File: src/rtl/mem_bus_pkg.sv
// Shared definitions for the CPU data-memory bridge.
//   bridge_state_t : bridge FSM state encoding (IDLE, ISSUE, DONE)
//   TIMEOUT_RDATA  : load data returned to the CPU when an access is aborted
package mem_bus_pkg;

    typedef enum logic [1:0] {
        IDLE  = 2'd0,
        ISSUE = 2'd1,
        DONE  = 2'd2
    } bridge_state_t;

    localparam logic [31:0] TIMEOUT_RDATA = 32'h0000_0000;

endpackage

File: src/rtl/bus_timeout_counter.sv
// Watchdog counter for a pending memory access.
// Ports:
//   clk     : sole clock
//   reset   : synchronous active-high reset, clears the count
//   clear   : restart counting from zero (held while no access is pending)
//   enable  : one cycle spent waiting for the memory
//   expired : combinational, high in the LIMIT-th consecutive enabled cycle
module bus_timeout_counter #(
    parameter int unsigned LIMIT = 255
) (
    input  logic clk,
    input  logic reset,
    input  logic clear,
    input  logic enable,
    output logic expired
);

    localparam int unsigned CNT_W = (LIMIT < 2) ? 1 : $clog2(LIMIT + 1);

    logic [CNT_W-1:0] count_q;
    logic [CNT_W-1:0] count_d;

    // count_q holds the number of enabled cycles already completed, so the
    // LIMIT-th waiting cycle is the one where count_q reaches LIMIT-1.
    assign expired = enable && (count_q == CNT_W'(LIMIT - 1));

    always_comb begin
        count_d = count_q;
        if (clear) begin
            count_d = '0;
        end else if (enable && !expired) begin
            count_d = count_q + CNT_W'(1);
        end
    end

    always_ff @(posedge clk) begin
        if (reset) begin
            count_q <= '0;
        end else begin
            count_q <= count_d;
        end
    end

endmodule

File: src/rtl/data_mem_bridge.sv
// Bridges a single-cycle CPU data-memory port onto a valid/ready memory bus.
// The CPU is stalled from the request cycle until the memory completes; the
// result is presented in DONE, on whose closing edge the CPU advances.
// Ports:
//   clk, reset                      : clock, synchronous active-high reset
//   cpu_mem_read, cpu_mem_write     : CPU load / store request (both = store)
//   cpu_addr, cpu_wdata, cpu_rdata  : CPU address, store data, load data
//   cpu_stall                       : hold the CPU pipeline
//   mem_valid, mem_ready            : memory-side handshake
//   mem_we, mem_addr, mem_wdata     : memory-side command (word aligned)
//   mem_rdata                       : memory-side load data
//   bus_err                         : one-cycle pulse on an aborted access
// Build option: define DATA_MEM_BRIDGE_TIMEOUT_EN to abort accesses that wait
// TIMEOUT_CYCLES cycles in ISSUE without mem_ready; otherwise ISSUE waits
// forever and bus_err stays 0.
module data_mem_bridge
    import mem_bus_pkg::*;
#(
    parameter int unsigned TIMEOUT_CYCLES = 255,
    parameter int unsigned ADDR_W         = 32
) (
    input  logic              clk,
    input  logic              reset,
    input  logic              cpu_mem_read,
    input  logic              cpu_mem_write,
    input  logic [ADDR_W-1:0] cpu_addr,
    input  logic [31:0]       cpu_wdata,
    output logic [31:0]       cpu_rdata,
    output logic              cpu_stall,
    output logic              mem_valid,
    input  logic              mem_ready,
    output logic              mem_we,
    output logic [ADDR_W-1:0] mem_addr,
    output logic [31:0]       mem_wdata,
    input  logic [31:0]       mem_rdata,
    output logic              bus_err
);

    bridge_state_t     state_q,   state_d;
    logic [ADDR_W-1:0] addr_q,    addr_d;
    logic [31:0]       wdata_q,   wdata_d;
    logic              we_q,      we_d;
    logic [31:0]       rdata_q,   rdata_d;
    logic              bus_err_q, bus_err_d;

    logic cpu_req;
    logic in_issue;
    logic expired;

    assign cpu_req  = cpu_mem_read | cpu_mem_write;
    assign in_issue = (state_q == ISSUE);

`ifdef DATA_MEM_BRIDGE_TIMEOUT_EN
    // Clearing whenever we are outside ISSUE restarts the count on entry.
    bus_timeout_counter #(
        .LIMIT (TIMEOUT_CYCLES)
    ) u_timeout (
        .clk     (clk),
        .reset   (reset),
        .clear   (!in_issue),
        .enable  (in_issue && !mem_ready),
        .expired (expired)
    );
`else
    assign expired = 1'b0;
`endif

    always_comb begin
        state_d   = state_q;
        addr_d    = addr_q;
        wdata_d   = wdata_q;
        we_d      = we_q;
        rdata_d   = rdata_q;
        bus_err_d = 1'b0;

        unique case (state_q)
            IDLE: begin
                if (cpu_req) begin
                    addr_d  = cpu_addr;
                    wdata_d = cpu_wdata;
                    we_d    = cpu_mem_write;   // read+write collapses to a write
                    state_d = ISSUE;
                end
            end
            ISSUE: begin
                // mem_ready is checked first so a completion in the expiry
                // cycle is still a normal completion.
                if (mem_ready) begin
                    if (!we_q) begin
                        rdata_d = mem_rdata;
                    end
                    state_d = DONE;
                end else if (expired) begin
                    if (!we_q) begin
                        rdata_d = TIMEOUT_RDATA;
                    end
                    bus_err_d = 1'b1;
                    state_d   = DONE;
                end
            end
            DONE: begin
                state_d = IDLE;
            end
            default: begin
                state_d = IDLE;
            end
        endcase
    end

    always_ff @(posedge clk) begin
        if (reset) begin
            state_q   <= IDLE;
            addr_q    <= '0;
            wdata_q   <= '0;
            we_q      <= 1'b0;
            rdata_q   <= '0;
            bus_err_q <= 1'b0;
        end else begin
            state_q   <= state_d;
            addr_q    <= addr_d;
            wdata_q   <= wdata_d;
            we_q      <= we_d;
            rdata_q   <= rdata_d;
            bus_err_q <= bus_err_d;
        end
    end

    assign cpu_stall = ((state_q == IDLE) && cpu_req) || in_issue;
    assign cpu_rdata = rdata_q;
    assign mem_valid = in_issue;
    assign mem_we    = in_issue && we_q;
    assign mem_addr  = addr_q & ~ADDR_W'(3);   // byte offset is ignored
    assign mem_wdata = wdata_q;
    assign bus_err   = bus_err_q;

endmodule

File: config.mk
export PLATFORM = sky130hd
export DESIGN_NAME = data_mem_bridge
export DESIGN_NICKNAME = d
export VERILOG_FILES = /design/src/rtl/mem_bus_pkg.sv /design/src/rtl/bus_timeout_counter.sv /design/src/rtl/data_mem_bridge.sv
export SDC_FILE = /design/constraint.sdc
export NUM_CORES = 1
export LEC_CHECK = 0
export ABC_AREA = 0
export CORE_MARGIN = 2
export CORE_UTILIZATION = 44
export DETAILED_ROUTE_END_ITERATION = 8
export PLACE_DENSITY_LB_ADDON = 0.2
export SKIP_LAST_GASP = 1
export SLEW_MARGIN = 20
export SYNTH_ARGS = -nofsm -noshare
export SYNTH_HDL_FRONTEND = slang
export SYNTH_HIERARCHICAL = 1
export SYNTH_SLANG_ARGS = --single-unit
File: constraint.sdc
create_clock -name clk -period 2.2 [get_ports clk]
set_input_delay 0.44 -clock clk [delete_from_list [all_inputs] [get_ports clk]]
set_output_delay 0.44 -clock clk [all_outputs]
set_load 0.05 [all_outputs]
== Word level (Yosys, flattened, before mapping) ==
Cells that the tools add are included.
Word-level totals
  logic and storage cells: 20
  register bits: 99
  output and inout bits: 100
  input port bits: 101
Cells by class
  eq/ne operators: 3
  reduce and logical (&&, ||, !) cells: 7
  muxes and demuxes: 3
  bitwise gates (word level): 2
Operators with widths (count)
  2-bit two-way mux: 2
  2-bit inequality test, second input constant: 2
  2-bit case mux with 2 select lines: 1
  2-bit AND reduction: 2
  3-bit AND reduction: 1
  2-bit by 1-bit == test with 1-bit output, second input constant: 1
  1-bit logical AND: 2
  2-bit logical NOT: 1
  1-bit logical OR: 1
  1-bit inverter: 1
  1-bit bitwise OR: 1

== Logic depth before layout (Yosys ltp) ==
  depth in word-level cells: 3
  mapped depth: 5

== Worst setup path after synthesis ==
No wires, ideal clock.
  kind: reg-to-output
  start: register state_q[1]
  end: output mem_we
  slack: 583 ps
  arrival time: 1177 ps
  data required time: 1760 ps
  cell stages (with the launch flop): 3
  cell sequence: dfxtp_1 > and2b_2 > and2_1
On the way
  longest elaborated chain between the ends: 2
Ends and longest elaborated chain
  from (decl): RTL line data_mem_bridge.sv:39  | bridge_state_t state_q, state_d;
  from (signal assigned): RTL line data_mem_bridge.sv:119  | state_q <= state_d;
  2-bit by 1-bit == test with 1-bit output: RTL line data_mem_bridge.sv:51  | assign in_issue = (state_q == ISSUE);
  net mem_valid: RTL line data_mem_bridge.sv:30  | output logic mem_valid,
  1-bit logical AND: RTL line data_mem_bridge.sv:131  | assign mem_we = in_issue && we_q;
  to (decl): RTL line data_mem_bridge.sv:32  | output logic mem_we,
The timed path passes the listed nets, and every way through them passes these cells.

== Worst setup path in the final report ==
  start: register wdata_q[15], in the netlist mem_wdata[15]
  end: output mem_wdata[15]
RTL lines
  from (decl): RTL line data_mem_bridge.sv:41  | logic [31:0] wdata_q, wdata_d;
  from (signal assigned): RTL line data_mem_bridge.sv:121  | wdata_q <= wdata_d;
  to (decl): RTL line data_mem_bridge.sv:34  | output logic [31:0] mem_wdata,
No word-level cell between the ends.

==> results_dict.tcl <==
set metrics [dict create \
    status "completed" \
    syn_inst 429 \
    final_cell_mix "clkdlybuf4s50_1, nand2b_1, dfxtp_1" \
    tns_ns 0 \
    worstPathRequired_ns 1.76 \
    vias_per_cell 4.662 \
    crit_path_top_delay_cell "clkdlybuf4s50_1" \
    period_needed_ns 1.989 \
    final_common_cell "clkdlybuf4s50_1" \
    syn2layout_area_growth_pct 51.31 \
    cp.arrival_ns 1.55 \
    synth-seq-cells 97 \
    min_from "cpu_rdata[14]" \
    p_leak_nw 2.437 \
    gp_congestion 0.7318 \
    clockBufferDepth 2 \
    dp_hpwl_mm 7.218 \
    grt_overflow_total 0 \
    die_w_um 101.2 \
    clk_pin_slew_ns 0.11 \
    nFillCells 749 \
    clk_latency_ns 0.36 \
    antenna_found_initial 0 \
    slew_headroom_pct 62.85 \
    period_share_pct 90.39 \
    hold_path.class "register to register" \
    grt.total_usage_pct 18.96 \
    ant_nets 0 \
    start_kind "register" \
    vias 3375 \
    die_area_um2 10230 \
    clock-sinks 97 \
    cp_top_family "buffers and inverters" \
    start_util_pct 45.16 \
    drcViolationCount 0 \
    r2r_setup_slack_ns 0.78 \
    routed_wl_mm 9.966 \
    die_h_um 101.2 \
    path_buf_inv 1 \
    first_global_vias 3324 \
    cts_tree "built" \
    nets 709 \
    synthesis.area_um2 4153 \
    root_buffer "clkbuf_8" \
    rsz0062_at_grt "no" \
    power.density_nw_per_um2 751.3 \
    slowest_delay_ns 0.83 \
    n_antenna_cell 0 \
    final_cell_count_no_fill 724 \
    maxSlewViolCount 0 \
    r2r-start "state_q[1]" \
    post-route-util_pct 68.33 \
    startpoint "mem_wdata[15]" \
    path_class "register to output pin" \
    drive_gt1_share_pct 5.057 \
    fin_area_um2 6284 \
    fin_skew_ns 0.01192 \
    cp_cell_sequence "clkdlybuf4s50_1" \
    htreeDepth 3 \
    core.rowCount 35 \
    ys_seq_area_share_pct 46.76 \
    cap_violations 0 \
    crit_path_end_kind "output pin" \
    drt-initial-drc-count 79 \
    yosysUniqueCellTypes 20 \
    crit_fanout 2 \
    dr.pass1.iters 5 \
    grt_max_degree 87 \
    peakVddDrop_v 0.0003966 \
    avgSynthCellArea_um2 9.680 \
    post_cts_buffers 0 \
    core_area_um2 9196 \
    grt_pass1_wl_mm 15.50 \
    cts_hold_buf 0 \
    setup_viol 0 \
    ys_warn_count 6 \
    finalHoldViolCount 0 \
    worst_pin_slew_ns 0.5556 \
    post_cts_resized 0 \
    dp.cells 708 \
    wl_per_cell_um 13.77 \
    max_freq_ghz 0.5029 \
    io_pins 201 \
    dpl_cell_area_um2 6036 \
    portBuffers 195 \
    numCtsBuffers 9 \
]
## power breakdown
group	internal, W	total (W)	switching (W)
logic	0.000563	0.00133	0.000770
clock network	0.000768	0.00143	0.000663
registers	0.00189	0.00196	0.0000685
## through the flow
stage          setup WS (ns)  power [W]  hold WS (ns)
2_1_floorplan         0.5831   0.002885        0.5549
3_3_place_gp          0.3241   0.003314        0.4414
3_5_place_dp          0.3065   0.003339        0.4461
4_1_cts               0.1855   0.004773        0.4602
5_1_grt               0.1553   0.004920        0.4770
6_report              0.2114   0.004721        0.4586
## kinds of logic after synthesis
group	share of synthesized area, %
muxes	14.94
DFF	46.76
AOI/OAI and AO/OA	4.820
other	0.09030
buffers and inverters	7.231
and+or+nand+nor	26.15
## worst reg2reg max path, delay by kind of cell (launching register included)
family	cells	cell delay, ns
buffers and inverters	1	0.27
DFF	1	0.35
muxes	1	0.23
and+or+nand+nor	1	0.19
AOI/OAI and AO/OA	1	0.30
## metal layers
metal	vias to the layer above	part of all wire, %	track usage, %
met5	-	0	0
met4	0	3.0	9.563
met3	23	8.6	5.659
met2	129	48	32.20
met1	1506	40	21.67
li1	1717	-	-
## worst paths after layout
path                                      end  cells after the start
worst max register to register     addr_q[19]                      4
worst max-delay path            mem_wdata[15]                      1
worst min register to register  cpu_rdata[14]                      2
worst min-delay path            cpu_rdata[14]                      2
## area by class of cell
cell class	count	area [um2]	area share (%)
sequential	97	1942	30.90
multi-input combinational	299	1918	30.53
clock buffer	9	123.9	1.971
clock inverter	7	123.9	1.971
tap	111	138.9	2.210
timing repair buffer	201	2037	32.42
## synth_stat cells (all sizes together)
cell     instances  area share (%)
o21a             1            0.36
nand2           65             5.9
nor2             1            0.15
buf             23             6.1
nand2b         126              19
and2b            1            0.21
and2             1            0.15
clkbuf          12             1.1
mux2i           62              15
a21bo            1            0.24
conb             1           0.090
and4bb           1            0.30
and3b            1            0.21
dfxtp           97              47
a21oi           34             4.1
o21ai            1            0.12
nand4bb          1            0.27
## state kept, by name, summed over array words and instances, names as in the netlist
name and cells:
state_q 2, cpu_rdata 32, we_q 1, addr_q 30, mem_wdata 32
Power figures use the tool's default switching activity.
